File: config.mk
export PLATFORM = sky130hd
export DESIGN_NAME = uart_operand_loader
export DESIGN_NICKNAME = d
export VERILOG_FILES = /design/src/rtl/uart_operand_loader.sv
export SDC_FILE = /design/constraint.sdc
export NUM_CORES = 1
export LEC_CHECK = 0
export ABC_AREA = 1
export CAP_MARGIN = 25
export CELL_PAD_IN_SITES_DETAIL_PLACEMENT = 1
export CELL_PAD_IN_SITES_GLOBAL_PLACEMENT = 1
export CORE_MARGIN = 4
export CORE_UTILIZATION = 42
export DETAILED_ROUTE_END_ITERATION = 8
export PLACE_DENSITY_LB_ADDON = 0.1
export SYNTH_ARGS = -nofsm -noshare
export SYNTH_HDL_FRONTEND = slang
export SYNTH_SLANG_ARGS = --single-unit
File: constraint.sdc
create_clock -name clk -period 4.11 [get_ports clk]
set_clock_uncertainty 0.15 [all_clocks]
set_input_delay 1.233 -clock clk [delete_from_list [all_inputs] [get_ports clk]]
set_output_delay 1.233 -clock clk [all_outputs]
set_load 0.02 [all_outputs]
File: src/rtl/uart_operand_loader.sv
// Packs UART receive bytes into WORD_W-bit words and streams them, operand by operand,
// to operand memory with a held write request, timeout resync and sticky status flags.
module uart_operand_loader #(
  parameter  int WORD_W       = 32,
  parameter  int NUM_OPS      = 4,
  parameter  int WORDS_PER_OP = 32,
  parameter  int BIG_ENDIAN   = 1,
  parameter  int TIMEOUT_CYC  = 0,
  localparam int OPW          = (NUM_OPS > 1) ? $clog2(NUM_OPS) : 1,
  localparam int AW           = (WORDS_PER_OP > 1) ? $clog2(WORDS_PER_OP) : 1
) (
  input  logic              clk,
  input  logic              reset,
  input  logic              rx_valid,
  input  logic [7:0]        rx_byte,
  input  logic              start,
  output logic              wr_en,
  input  logic              wr_ready,
  output logic [OPW-1:0]    wr_op,
  output logic [AW-1:0]     wr_addr,
  output logic [WORD_W-1:0] wr_data,
  output logic              busy,
  output logic [NUM_OPS-1:0] op_done,
  output logic              load_done,
  output logic              overrun,
  output logic              timeout_err
);

  localparam int BPW    = WORD_W / 8;
  localparam int BCW    = (BPW > 1) ? $clog2(BPW) : 1;
  localparam int GW     = (TIMEOUT_CYC > 0) ? $clog2(TIMEOUT_CYC + 1) : 1;
  localparam int TO_LAST = (TIMEOUT_CYC > 0) ? TIMEOUT_CYC - 1 : 0;

  localparam logic [BCW-1:0] BC_LAST  = BCW'(BPW - 1);
  localparam logic [AW-1:0]  W_LAST   = AW'(WORDS_PER_OP - 1);
  localparam logic [OPW-1:0] OP_LAST  = OPW'(NUM_OPS - 1);
  localparam logic [GW-1:0]  GAP_LAST = GW'(TO_LAST);

  typedef enum logic [1:0] {S_IDLE, S_LOAD, S_FLUSH, S_DONE} state_t;

  state_t               state_q, state_d;
  logic [BCW-1:0]       byte_cnt_q, byte_cnt_d;
  logic [WORD_W-1:0]    shift_q, shift_d;
  logic [AW-1:0]        word_idx_q, word_idx_d;
  logic [OPW-1:0]       op_idx_q, op_idx_d;
  logic [GW-1:0]        gap_q, gap_d;
  logic                 wr_en_q, wr_en_d;
  logic [OPW-1:0]       wr_op_q, wr_op_d;
  logic [AW-1:0]        wr_addr_q, wr_addr_d;
  logic [WORD_W-1:0]    wr_data_q, wr_data_d;
  logic                 busy_q, busy_d;
  logic [NUM_OPS-1:0]   op_done_q, op_done_d;
  logic                 load_done_q, load_done_d;
  logic                 overrun_q, overrun_d;
  logic                 timeout_err_q, timeout_err_d;

  logic [WORD_W-1:0]    byte_lo, byte_hi, assembled;
  logic                 accept;

  always_comb begin
    byte_lo = '0;
    byte_lo[7:0] = rx_byte;
    byte_hi = '0;
    byte_hi[WORD_W-1 -: 8] = rx_byte;
    if (BIG_ENDIAN != 0) assembled = (shift_q << 8) | byte_lo;
    else                 assembled = (shift_q >> 8) | byte_hi;
  end

  assign accept = wr_en_q && wr_ready;

  always_comb begin
    state_d       = state_q;
    byte_cnt_d    = byte_cnt_q;
    shift_d       = shift_q;
    word_idx_d    = word_idx_q;
    op_idx_d      = op_idx_q;
    gap_d         = gap_q;
    wr_en_d       = wr_en_q;
    wr_op_d       = wr_op_q;
    wr_addr_d     = wr_addr_q;
    wr_data_d     = wr_data_q;
    op_done_d     = op_done_q;
    load_done_d   = load_done_q;
    overrun_d     = overrun_q;
    timeout_err_d = timeout_err_q;

    if (accept) begin
      wr_en_d = 1'b0;
      if (wr_addr_q == W_LAST) op_done_d[wr_op_q] = 1'b1;
      if (state_q == S_FLUSH) begin
        state_d     = S_DONE;
        load_done_d = 1'b1;
      end
    end

    if (state_q == S_LOAD) begin
      if (rx_valid) begin
        gap_d = '0;
        if (byte_cnt_q == BC_LAST) begin
          byte_cnt_d = '0;
          shift_d    = '0;
          // A new word may reload the write port in the same cycle the old one is accepted.
          if (!wr_en_q || wr_ready) begin
            wr_en_d   = 1'b1;
            wr_data_d = assembled;
            wr_op_d   = op_idx_q;
            wr_addr_d = word_idx_q;
            if (word_idx_q == W_LAST) begin
              word_idx_d = '0;
              if (op_idx_q == OP_LAST) state_d = S_FLUSH;
              else                     op_idx_d = op_idx_q + 1'b1;
            end else begin
              word_idx_d = word_idx_q + 1'b1;
            end
          end else begin
            overrun_d = 1'b1;
          end
        end else begin
          byte_cnt_d = byte_cnt_q + 1'b1;
          shift_d    = assembled;
        end
      end else if ((TIMEOUT_CYC > 0) && (byte_cnt_q != '0)) begin
        if (gap_q == GAP_LAST) begin
          gap_d         = '0;
          byte_cnt_d    = '0;
          shift_d       = '0;
          timeout_err_d = 1'b1;
        end else begin
          gap_d = gap_q + 1'b1;
        end
      end
    end

    if (start) begin
      state_d       = S_LOAD;
      byte_cnt_d    = '0;
      shift_d       = '0;
      word_idx_d    = '0;
      op_idx_d      = '0;
      gap_d         = '0;
      wr_en_d       = 1'b0;
      wr_op_d       = '0;
      wr_addr_d     = '0;
      wr_data_d     = '0;
      op_done_d     = '0;
      load_done_d   = 1'b0;
      overrun_d     = 1'b0;
      timeout_err_d = 1'b0;
    end

    busy_d = (state_d == S_LOAD) || (state_d == S_FLUSH);
  end

  always_ff @(posedge clk or negedge reset) begin
    if (!reset) begin
      state_q       <= S_IDLE;
      byte_cnt_q    <= '0;
      shift_q       <= '0;
      word_idx_q    <= '0;
      op_idx_q      <= '0;
      gap_q         <= '0;
      wr_en_q       <= 1'b0;
      wr_op_q       <= '0;
      wr_addr_q     <= '0;
      wr_data_q     <= '0;
      busy_q        <= 1'b0;
      op_done_q     <= '0;
      load_done_q   <= 1'b0;
      overrun_q     <= 1'b0;
      timeout_err_q <= 1'b0;
    end else begin
      state_q       <= state_d;
      byte_cnt_q    <= byte_cnt_d;
      shift_q       <= shift_d;
      word_idx_q    <= word_idx_d;
      op_idx_q      <= op_idx_d;
      gap_q         <= gap_d;
      wr_en_q       <= wr_en_d;
      wr_op_q       <= wr_op_d;
      wr_addr_q     <= wr_addr_d;
      wr_data_q     <= wr_data_d;
      busy_q        <= busy_d;
      op_done_q     <= op_done_d;
      load_done_q   <= load_done_d;
      overrun_q     <= overrun_d;
      timeout_err_q <= timeout_err_d;
    end
  end

  assign wr_en       = wr_en_q;
  assign wr_op       = wr_op_q;
  assign wr_addr     = wr_addr_q;
  assign wr_data     = wr_data_q;
  assign busy        = busy_q;
  assign op_done     = op_done_q;
  assign load_done   = load_done_q;
  assign overrun     = overrun_q;
  assign timeout_err = timeout_err_q;

endmodule

# Word-level counts from Yosys, hierarchy flattened
# Cells that the tools add are included.
# totals
elab_cells	113
regBits	82
output_inout_bits	48
input_bits	13
# op_classes
bitwise_logic	2
n_mux	64
magnitude_cmp	2
n_eq_ne	10
n_reduce_logical	19
n_addsub	3
# op_table
operator	n
$mux W32	5
$mux W24	4
$mux W5	11
$mux W2	25
$or A32 B8 Y32	1
$reduce_bool A2 Y1	8
$mux W1	15
$mux W4	3
$eq A5 B5 Y1 const B	2
$eq A2 B2 Y1 const B	4
$reduce_and A4 Y1	2
$reduce_and A2 Y1	3
$reduce_and A6 Y1	1
$add A5 B1 Y5 const B	1
$add A2 B1 Y2 const B	2
$eq A2 B1 Y1 const B	2
$ne A2 B2 Y1 const B	2
$or A4 B4 Y4	1
$lt A2 B3 Y1 const B	1
$demux W1 S2	1
$ge A2 B1 Y1 const B	1
$logic_and A1 B1 Y1	2
$logic_or A1 B1 Y1	2
$logic_not A1 Y1	1

# Logic depth before layout (Yosys ltp)
# depth
word_depth	12
ltp_mapped	10
depth_no_buf	10

# Worst setup path before layout
# No wires, ideal clock.
# synth_timing
path_type	input port to flip-flop
startpoint	input port rx_valid
endpoint	register wr_addr_q[4], in the netlist wr_addr[4]
setup_time_ns	0.130
required_ns	3.830
t_arrival_ns	1.991
path_slack_ns	1.839
path_stages	7
cell_sequence	nand3_1 nand2_2 nand3_2 buf_4 buf_4 nand2_1 o21ai_1
# synth_between
elab_chain_len	2
# synth_rtl
item	line	rtl
start: declaration	14	input logic rx_valid,
$reduce_bool A2 Y1 (no source line)	-	
$reduce_and A4 Y1 (no source line)	-	
end signal: assignment	180	wr_addr_q <= wr_addr_d;
end: declaration	49	logic [AW-1:0] wr_addr_q, wr_addr_d;
# Every way passes these cells.
# A chain may end at the register's enable or synchronous reset.

# Final worst setup path
# layout_timing
startpoint	register wr_op_q[0], in the netlist wr_op[0]
endpoint	output port wr_op[0]
# layout_rtl
item	line	rtl
start: declaration	48	logic [OPW-1:0] wr_op_q, wr_op_d;
start signal: assignment	179	wr_op_q <= wr_op_d;
end: declaration	19	output logic [OPW-1:0] wr_op,
# No word-level cell between the ends.

==> qor.csv <==
metric,value,unit
Layout area overhead,25.8,%
num ports,61,
initial antenna violation count,0,
"commonest non-fill, non-tap cell in the layout",nand2_1,
clock network fraction of total power,38.5,%
CTS resizes,0,
antenna cells,0,
power density cells,415,nW/um2
Cells after Synth,382,
Syn. warnings,0,
Post-Syn Nets,399,
final WL,8.36,mm
hold crit path type,register to register,
Final Hold Slack,344,ps
final core occ,55.2,%
r2r startpoint,word_idx_q[0],
placed wire-length estimate,5.51,mm
total CTS buffers,9,
fin crit share,68.0,%
"slowest stage delay, CP",640,ps
row cnt,32,
layout filler cell count,948,
Critical Path RT,2730,ps
Net Sw Frac,25.8,%
Port Buffers,59,
die span in x,98.6,um
Fmax,0.358,GHz
CP Max Fanout,6,
Final #Nets,453,
Post-DRT Antenna Nets,0,
Final Hold Viols,0,
register area share after synthesis,59.5,%
first-pass GRT wire length,14.2,mm
GR Overflow Total,0,
die height,98.6,um
Pint,0.00134,W
crit path kind,register to output pin,
initial core utilization,43.9,%
MaxCap Viol Count,0,
Peak VDD IR,0.200,mV
min Tclk post-route,2790,ps
gpl congestion,0.768,
critical-path cell list,clkdlybuf4s50_1,
DRC violation count after routing,0,
CTS Hold Buffers Added,0,
average cell area after synthesis,9.02,um2
die area,9720,um2
"CP delay by family, top",buffers and inverters,
clk_lat worst skew,340,ps
Relative slew margins,64.1,%
P_leak,1.92,nW
startpoint types,register,
Setup Viol. Count Final,0,
unrepaired setup endpoints after global routing,no,
setup TNS,0,ps
clock transition at the registers of the reported paths,80,ps
via count,2808,
"commonest cells after routing, fill and taps aside","110 x nand2_1, 82 x dfrtp_1, 58 x clkdlybuf4s50_1",
crit path buf inv count,1,
Comb power frac,12.6,%
worst slew pin tran,538,ps
"FF+latch count, synth",82,
clock sink total,82,
Post-Place Setup Slack,1020,ps
drt first-iter violations,150,
Yosys cell types,26,
max-slew violations,0,
vias in the first global route,2884,
clock root cell,clkbuf_8,
slowest CP cell,clkdlybuf4s50_1,
crit end category,output pin,
crit path launch,wr_op[0],
worst setup margin,1320,ps
First-pass DRT Iterations,5,
Seq pwr share,49.0,%
Hold Startpoint,wr_data[23],
wire per inst,15.4,um
H-tree lvl count,3,
gr usage total,18.0,%
Sw Pwr,0.000464,W
Worst Path Arrival,1410,ps
TritonCTS clock tree,built,
clock buffer depth,2,
area of the core,7850,um2
routed vias/inst,5.18,
status,finished clean,
pin count of the biggest net entering global routing,83,
layout cells sized above 1,6.82,%
Post-CTS Setup Bufs,0,
cell area after synthesis,3450,um2
## cells in the mapped netlist, drive strengths merged
| cell | n | area (um2) |
|---|---|---|
| nand2 | 111 | 419 |
| o211ai | 1 | 7.51 |
| ha | 4 | 50.1 |
| nand3 | 38 | 200 |
| buf | 13 | 92.6 |
| nor2 | 16 | 67.6 |
| nand4 | 2 | 12.5 |
| o21ai | 68 | 340 |
| xor2 | 1 | 8.76 |
| o31ai | 1 | 7.51 |
| a21oi | 7 | 35.0 |
| and3 | 1 | 6.26 |
| clkbuf | 10 | 37.5 |
| dfrtp | 82 | 2050 |
| or2 | 1 | 6.26 |
| inv | 21 | 78.8 |
| conb | 1 | 3.75 |
| nor3 | 4 | 20.0 |
## layout make-up
cell class | count | area, um2 | area share, %
well taps | 102 | 128 | 2.94
clock inverters | 5 | 104 | 2.40
flip-flops and latches | 82 | 2050 | 47.3
repair buffers | 66 | 661 | 15.2
multi-input cells | 256 | 1180 | 27.3
inverters | 21 | 78.8 | 1.82
clock buffers | 10 | 128 | 2.94
## power by group through the flow
stage	clock, W	sequential (W)	combinational (W)
6_report	0.000692	0.000882	0.000226
5_1_grt	0.000744	0.000890	0.000251
4_1_cts	0.000704	0.000882	0.000228
3_5_place_dp	0	0.000897	0.000224
3_3_place_gp	0	0.000895	0.000218
2_1_floorplan	0	0.000918	0.000102
## metal layers
metal	up-vias	GRT usage, %	wire [um]
met5	-	0	0
li1	1355	-	-
met4	0	6.83	178
met1	1380	24.7	3910
met2	59	28.3	3920
met3	14	3.68	357
## through the flow
| step | total power (W) | std cells | cell area, um2 |
|---|---|---|---|
| 6_report | 0.00180 | 542 | 4340 |
| 5_1_grt | 0.00188 | 542 | 4340 |
| 4_1_cts | 0.00181 | 541 | 4310 |
| 3_5_place_dp | 0.00112 | 526 | 4080 |
| 3_3_place_gp | 0.00111 | 526 | 4080 |
| 2_1_floorplan | 0.00102 | 382 | 3450 |
## cell families after synthesis
family	after synthesis	synth area share, %
compound gates	77	11.3
xor+xnor	1	0.254
fa+ha+maj	4	1.45
buf+inv	44	6.06
flops	82	59.5
other cells	1	0.109
simple gates	173	21.2
## flip-flops by register name, indices dropped and copies added, names as in the netlist
signal	flops
overrun	1
wr_en	1
load_done	1
busy	1
state_q	2
byte_cnt_q	2
op_done	4
wr_addr	5
op_idx_q	2
wr_data	32
wr_op	2
word_idx_q	5
shift_q	24
## worst paths after layout
kind                          endpoint  slack, ps  depth (start not counted)
max in group asynchronous   wr_data[1]       2550                          2
setup / recovery              wr_op[0]       1320                          1
min in group asynchronous  wr_data[26]        660                          1
hold / removal             wr_data[23]        340                          2
hold reg to reg            wr_data[23]        340                          2
setup reg to reg           op_idx_q[0]       2220                         10
No activity file was read; power rests on OpenSTA's default activity.
